===== src/rtl/genius_pkg.sv =====
// Shared types for the memory-game input stage: FSM state encoding, one-hot button codes,
// and a one-hot test helper.
package genius_pkg;

  typedef enum logic [2:0] {
    OCIOSO         = 3'd0,
    ESPERA_SOLTO   = 3'd1,
    ESPERA_APERTO  = 3'd2,
    ACEITA         = 3'd3,
    ESPERA_SOLTURA = 3'd4
  } estado_t;

  localparam logic [3:0] BOTAO_0 = 4'b0001;
  localparam logic [3:0] BOTAO_1 = 4'b0010;
  localparam logic [3:0] BOTAO_2 = 4'b0100;
  localparam logic [3:0] BOTAO_3 = 4'b1000;

  // Exactly one bit set: non-zero and clearing the lowest set bit leaves nothing.
  function automatic logic eh_one_hot(input logic [3:0] v);
    return (v != 4'b0000) && ((v & (v - 4'd1)) == 4'b0000);
  endfunction

endpackage


===== src/rtl/debounce_botoes.sv =====
// Two-flop synchronizer plus debounce; raw change to estavel is DEBOUNCE_CICLOS+1 edges.
// No backpressure: estavel tracks the buttons continuously.
module debounce_botoes #(
  parameter int unsigned DEBOUNCE_CICLOS = 20
) (
  input  logic       clock,
  input  logic       reset,
  input  logic [3:0] botoes,
  output logic [3:0] estavel
);

  localparam int unsigned CW = (DEBOUNCE_CICLOS > 2) ? $clog2(DEBOUNCE_CICLOS) : 1;
  localparam logic [CW-1:0] CNT_MAX = CW'(DEBOUNCE_CICLOS - 1);

  logic [3:0]    meta_q;
  logic [3:0]    sinc_q;
  logic [3:0]    estavel_q;
  logic [3:0]    estavel_d;
  logic [CW-1:0] cnt_q;
  logic [CW-1:0] cnt_d;

  // The clear fires on the edge where sinc takes its new value, so the counter
  // counts the cycles sinc has already held that value.
  always_comb begin
    cnt_d     = cnt_q;
    estavel_d = estavel_q;
    if (meta_q != sinc_q) begin
      cnt_d = '0;
    end else if (cnt_q != CNT_MAX) begin
      cnt_d = cnt_q + 1'b1;
    end
    if (cnt_d == CNT_MAX) begin
      estavel_d = sinc_q;
    end
  end

  always_ff @(posedge clock or negedge reset) begin
    if (!reset) begin
      meta_q    <= '0;
      sinc_q    <= '0;
      cnt_q     <= '0;
      estavel_q <= '0;
    end else begin
      meta_q    <= botoes;
      sinc_q    <= meta_q;
      cnt_q     <= cnt_d;
      estavel_q <= estavel_d;
    end
  end

  assign estavel = estavel_q;

endmodule


===== src/rtl/detector_jogada_botoes.sv =====
// Raw buttons -> one-hot play pulses; raw edge to tem_jogada is DEBOUNCE_CICLOS+2 cycles, no backpressure.
// DETECTOR_JOGADA_TIMEOUT_EN adds the no-press timeout out of ESPERA_APERTO.
module detector_jogada_botoes
  import genius_pkg::*;
#(
  parameter int unsigned DEBOUNCE_CICLOS = 20,
  parameter int unsigned TIMEOUT_CICLOS  = 3000
) (
  input  logic       clock,
  input  logic       reset,
  input  logic       habilita,
  input  logic [3:0] botoes,
  output logic       tem_jogada,
  output logic [3:0] jogada,
  output logic       jogada_invalida,
  output logic       timeout,
  output logic [3:0] db_estado
);

  logic [3:0] estavel;

  debounce_botoes #(
    .DEBOUNCE_CICLOS(DEBOUNCE_CICLOS)
  ) u_debounce (
    .clock  (clock),
    .reset  (reset),
    .botoes (botoes),
    .estavel(estavel)
  );

  estado_t    estado_q;
  estado_t    estado_d;
  logic       tem_q;
  logic       tem_d;
  logic       inv_q;
  logic       inv_d;
  logic       to_q;
  logic       to_d;
  logic [3:0] jog_q;
  logic [3:0] jog_d;
  logic       to_fim;

`ifdef DETECTOR_JOGADA_TIMEOUT_EN
  localparam int unsigned TW = (TIMEOUT_CICLOS > 2) ? $clog2(TIMEOUT_CICLOS) : 1;
  localparam logic [TW-1:0] TO_MAX = TW'(TIMEOUT_CICLOS - 1);

  logic [TW-1:0] to_cnt_q;
  logic [TW-1:0] to_cnt_d;

  // Idle at zero outside ESPERA_APERTO, so every entry starts a fresh window.
  always_comb begin
    to_cnt_d = '0;
    if (estado_q == ESPERA_APERTO) begin
      to_cnt_d = to_cnt_q + 1'b1;
    end
  end

  always_ff @(posedge clock or negedge reset) begin
    if (!reset) begin
      to_cnt_q <= '0;
    end else begin
      to_cnt_q <= to_cnt_d;
    end
  end

  assign to_fim = (to_cnt_q == TO_MAX);
`else
  assign to_fim = 1'b0;
`endif

  // Priority: disarm, then a press (valid before invalid), then the timeout.
  always_comb begin
    estado_d = estado_q;
    tem_d    = 1'b0;
    inv_d    = 1'b0;
    to_d     = 1'b0;
    jog_d    = jog_q;
    if (!habilita) begin
      estado_d = OCIOSO;
    end else begin
      case (estado_q)
        OCIOSO: begin
          estado_d = ESPERA_SOLTO;
        end
        ESPERA_SOLTO, ESPERA_SOLTURA: begin
          if (estavel == 4'b0000) begin
            estado_d = ESPERA_APERTO;
          end
        end
        ESPERA_APERTO: begin
          if (eh_one_hot(estavel)) begin
            estado_d = ACEITA;
            tem_d    = 1'b1;
            jog_d    = estavel;
          end else if (estavel != 4'b0000) begin
            estado_d = ESPERA_SOLTO;
            inv_d    = 1'b1;
          end else if (to_fim) begin
            estado_d = OCIOSO;
            to_d     = 1'b1;
          end
        end
        ACEITA: begin
          estado_d = ESPERA_SOLTURA;
        end
        default: begin
          estado_d = OCIOSO;
        end
      endcase
    end
  end

  always_ff @(posedge clock or negedge reset) begin
    if (!reset) begin
      estado_q <= OCIOSO;
      tem_q    <= 1'b0;
      inv_q    <= 1'b0;
      to_q     <= 1'b0;
      jog_q    <= 4'b0000;
    end else begin
      estado_q <= estado_d;
      tem_q    <= tem_d;
      inv_q    <= inv_d;
      to_q     <= to_d;
      jog_q    <= jog_d;
    end
  end

  assign tem_jogada      = tem_q;
  assign jogada          = jog_q;
  assign jogada_invalida = inv_q;
  assign timeout         = to_q;
  assign db_estado       = {1'b0, estado_q};

endmodule


===== config.mk =====
export PLATFORM = sky130hd
export DESIGN_NAME = detector_jogada_botoes
export DESIGN_NICKNAME = d
export VERILOG_FILES = /design/src/rtl/genius_pkg.sv /design/src/rtl/debounce_botoes.sv /design/src/rtl/detector_jogada_botoes.sv
export SDC_FILE = /design/constraint.sdc
export NUM_CORES = 1
export LEC_CHECK = 0
export CAP_MARGIN = 25
export CORE_MARGIN = 2
export CORE_UTILIZATION = 40
export DETAILED_ROUTE_END_ITERATION = 7
export SLEW_MARGIN = 20
export SYNTH_ARGS = -nofsm -noshare
export SYNTH_HDL_FRONTEND = slang
export SYNTH_SLANG_ARGS = --single-unit
export TNS_END_PERCENT = 5

===== constraint.sdc =====
create_clock -name clock -period 2.1 [get_ports clock]
set_input_delay 0.42 -clock clock [delete_from_list [all_inputs] [get_ports clock]]
set_output_delay 0.42 -clock clock [all_outputs]
set_load 0.01 [all_outputs]

==> flow_summary.yaml <==
detailed_routing:
  ant_nets: 0
  drc: 0
  vias: 818
  routed_wl_mm: 1.86
  wire_per_inst_um: 11.9
  routed_via_density: 5.24
  drt_iter0_drc: 8
  first_pass_iters: 4
synthesis:
  synth_edf_count: 0
  ys_types: 32
  ys_ff_latch: 26
  synth_largest_area_cell: "dfrtp_1"
  ys_warn_count: 0
  netlist_top_cells_area: "dfrtp_1 53%, xnor2_1 5.0%, xor2_1 3.6%, nor2_1 3.1%, a21oi_1 2.9%"
  synthFlopType: "dfrtp_1"
  synth_top_area_share_pct: 53.2
  seq_area_frac_synth_pct: 53.2
  netlist_area_um2: 1220
  synth.most_common_cell: "dfrtp_1"
  postSynthCellCount: 109
  synth.top_cells.by_count: "26 x dfrtp_1, 10 x nor2_1, 7 x a21oi_1, 7 x xnor2_1"
  ys_async_sr_fraction_pct: 100
  avgSynthCellArea_um2: 11.2
power:
  power.density_cell_area_nw_per_um2: 657
  p_leak_nw: 0.588
  total_power_mw: 0.929
  max-vdd-ir-drop_mv: 0.416
finish:
  layout-drive-gt1-share_pct: 7.32
  fillers: 283
  utilization_pct: 47.5
  nNetsFinal: 133
  syn_to_final_growth_pct: 15.8
  antenna-diode-count: 0
cts:
  tritoncts: "done"
  insertion_delay_ps: 300
  max-clock-path-buffers: 2
  root_buffer: "clkbuf_4"
  h-tree-depth: 1
  cts_resized: 0
  cts_hold_buf: 0
  clk_pin_slew_ps: 120
  cts_buffers: 3
  cts.sinks: 26
  post_cts_buffers: 0
grt:
  grt_pass1_wl_mm: 3.11
  overflow: 0
  grt_pass1_vias: 711
  grt_max_degree: 27
  grt_use_total_pct: 11.6
  antenna_found_initial: 0
sta:
  rsz0062_at_grt: "false"
  whs_ps: 409
  fmax_mhz: 547
  final.period_utilization_pct: 87.0
  skew_ps: 1.86
  fin_setup_tns_ps: 0
  setup-violations-final: 0
  drv_slew: 0
  fin_crit_ps: 1830
  fin_ws_ps: 272
  hold_viol_final: 0
min_path:
  min_to: "u_debounce.sinc_q[3]"
  hold_depth: 0
  min_from: "u_debounce.meta_q[3]"
  hold_class: "flip-flop to flip-flop"
floorplan:
  initial_utilization_pct: 41.1
  die_area_um2: 3510
  die_w_um: 59.3
  core_um2: 2980
  die_h_um: 59.3
  pin_count: 18
  rows: 20
worst_setup_path:
  r2r-end: "u_debounce.estavel[2]"
  r2r_start: "u_debounce.cnt_q[0]"
  start_kind: "flip-flop"
  crit_required_ps: 2310
  end_kind: "flip-flop"
  cp_max_fo: 5
  crit_type: "flip-flop to flip-flop"
  reg2reg_depth: 5
  rrSetupSlack_ps: 270
  arrival_ps: 2030
outcome:
  status: "finished clean"
place:
  pre_cts_slack_ps: 227
  dp_hpwl_mm: 1.42
  gp_congestion: 0.770
  io_buffers: 15
flow_run:
  drv_cap: 0
[area by class of cell]
type | instances | area (µm²) | area share (%)
well taps | 33 | 41.3 | 2.92
multi-input cells | 77 | 539 | 38.1
inverters | 1 | 3.75 | 0.265
clock buffers | 3 | 22.5 | 1.59
flip-flops and latches | 26 | 651 | 46.0
repair buffers | 16 | 158 | 11.1
[worst max path at each step]
stage	start	endpoint	cells past startpoint
3_5_place_dp	habilita	jogada[2]	5
3_3_place_gp	habilita	jogada[2]	5
6_report	u_debounce.cnt_q[0]	u_debounce.estavel[2]	5
5_1_grt	u_debounce.cnt_q[0]	u_debounce.estavel[0]	5
2_1_floorplan	u_debounce.cnt_q[0]	u_debounce.estavel[0]	5
4_1_cts	u_debounce.cnt_q[0]	u_debounce.estavel[2]	5
[per-stage QoR]
| step | cells | instance area (µm²) |
|---|---|---|
| 5_1_grt | 156 | 1420 |
| 2_1_floorplan | 110 | 1230 |
| 3_5_place_dp | 153 | 1390 |
| 4_1_cts | 156 | 1420 |
| 3_3_place_gp | 153 | 1390 |
| 6_report | 156 | 1420 |
[power by group]
part / internal, mW / switching (mW) / leakage, nW
Combinational: 0.0900 / 0.0743 / 0.232
Sequential: 0.527 / 0.0393 / 0.342
Clock: 0.0669 / 0.131 / 0.0138
Total: 0.684 / 0.245 / 0.588
[routing by layer]
| layer | track usage [%] | part of all wire [%] | vias up |
|---|---|---|---|
| met5 | 0 | 0 | - |
| met4 | 4.22 | 0.54 | 0 |
| met3 | 2.62 | 3.4 | 2 |
| met2 | 17.3 | 45 | 14 |
| met1 | 16.6 | 51 | 393 |
| li1 | - | - | 409 |
[placed cells by master (no fill, tap or decap), types with 2 or more instances in the layout]
master	count
o21ai_0	3
nor3_1	4
xnor2_1	7
mux2i_1	2
a32o_1	3
clkbuf_4	3
conb_1	2
mux2_1	2
nor3b_1	2
xor2_1	5
nor2_1	10
nand3_1	4
nand3b_1	3
a21oi_1	7
nand2b_1	4
a21boi_0	2
dfrtp_1	26
mux2_2	2
nand2_1	5
clkdlybuf4s50_1	15
[cells by family after synthesis]
family	after synthesis	share of synthesized area [%]
and+or+nand+nor	37	18.0
DFF	26	53.2
AOI/OAI and AO/OA	18	9.72
xor gates and xnor gates	12	8.60
buffers and inverters	7	2.97
muxes	6	5.32
adders and majority gates	2	1.84
other	1	0.307
[sequential cells by signal, indices dropped and copies added, names as in the netlist]
signal,count
u_debounce.meta_q,4
jogada,4
tem_jogada,1
jogada_invalida,1
estado_q,3
u_debounce.cnt_q,5
u_debounce.estavel,4
u_debounce.sinc_q,4
[critical path: stages, from the launching register on]
cell	delay (ps)
dfrtp_1	460
ha_1	260
nand2b_1	130
mux2i_1	170
nor4_4	340
mux2_2	370
(Power assumes the default switching activity.)
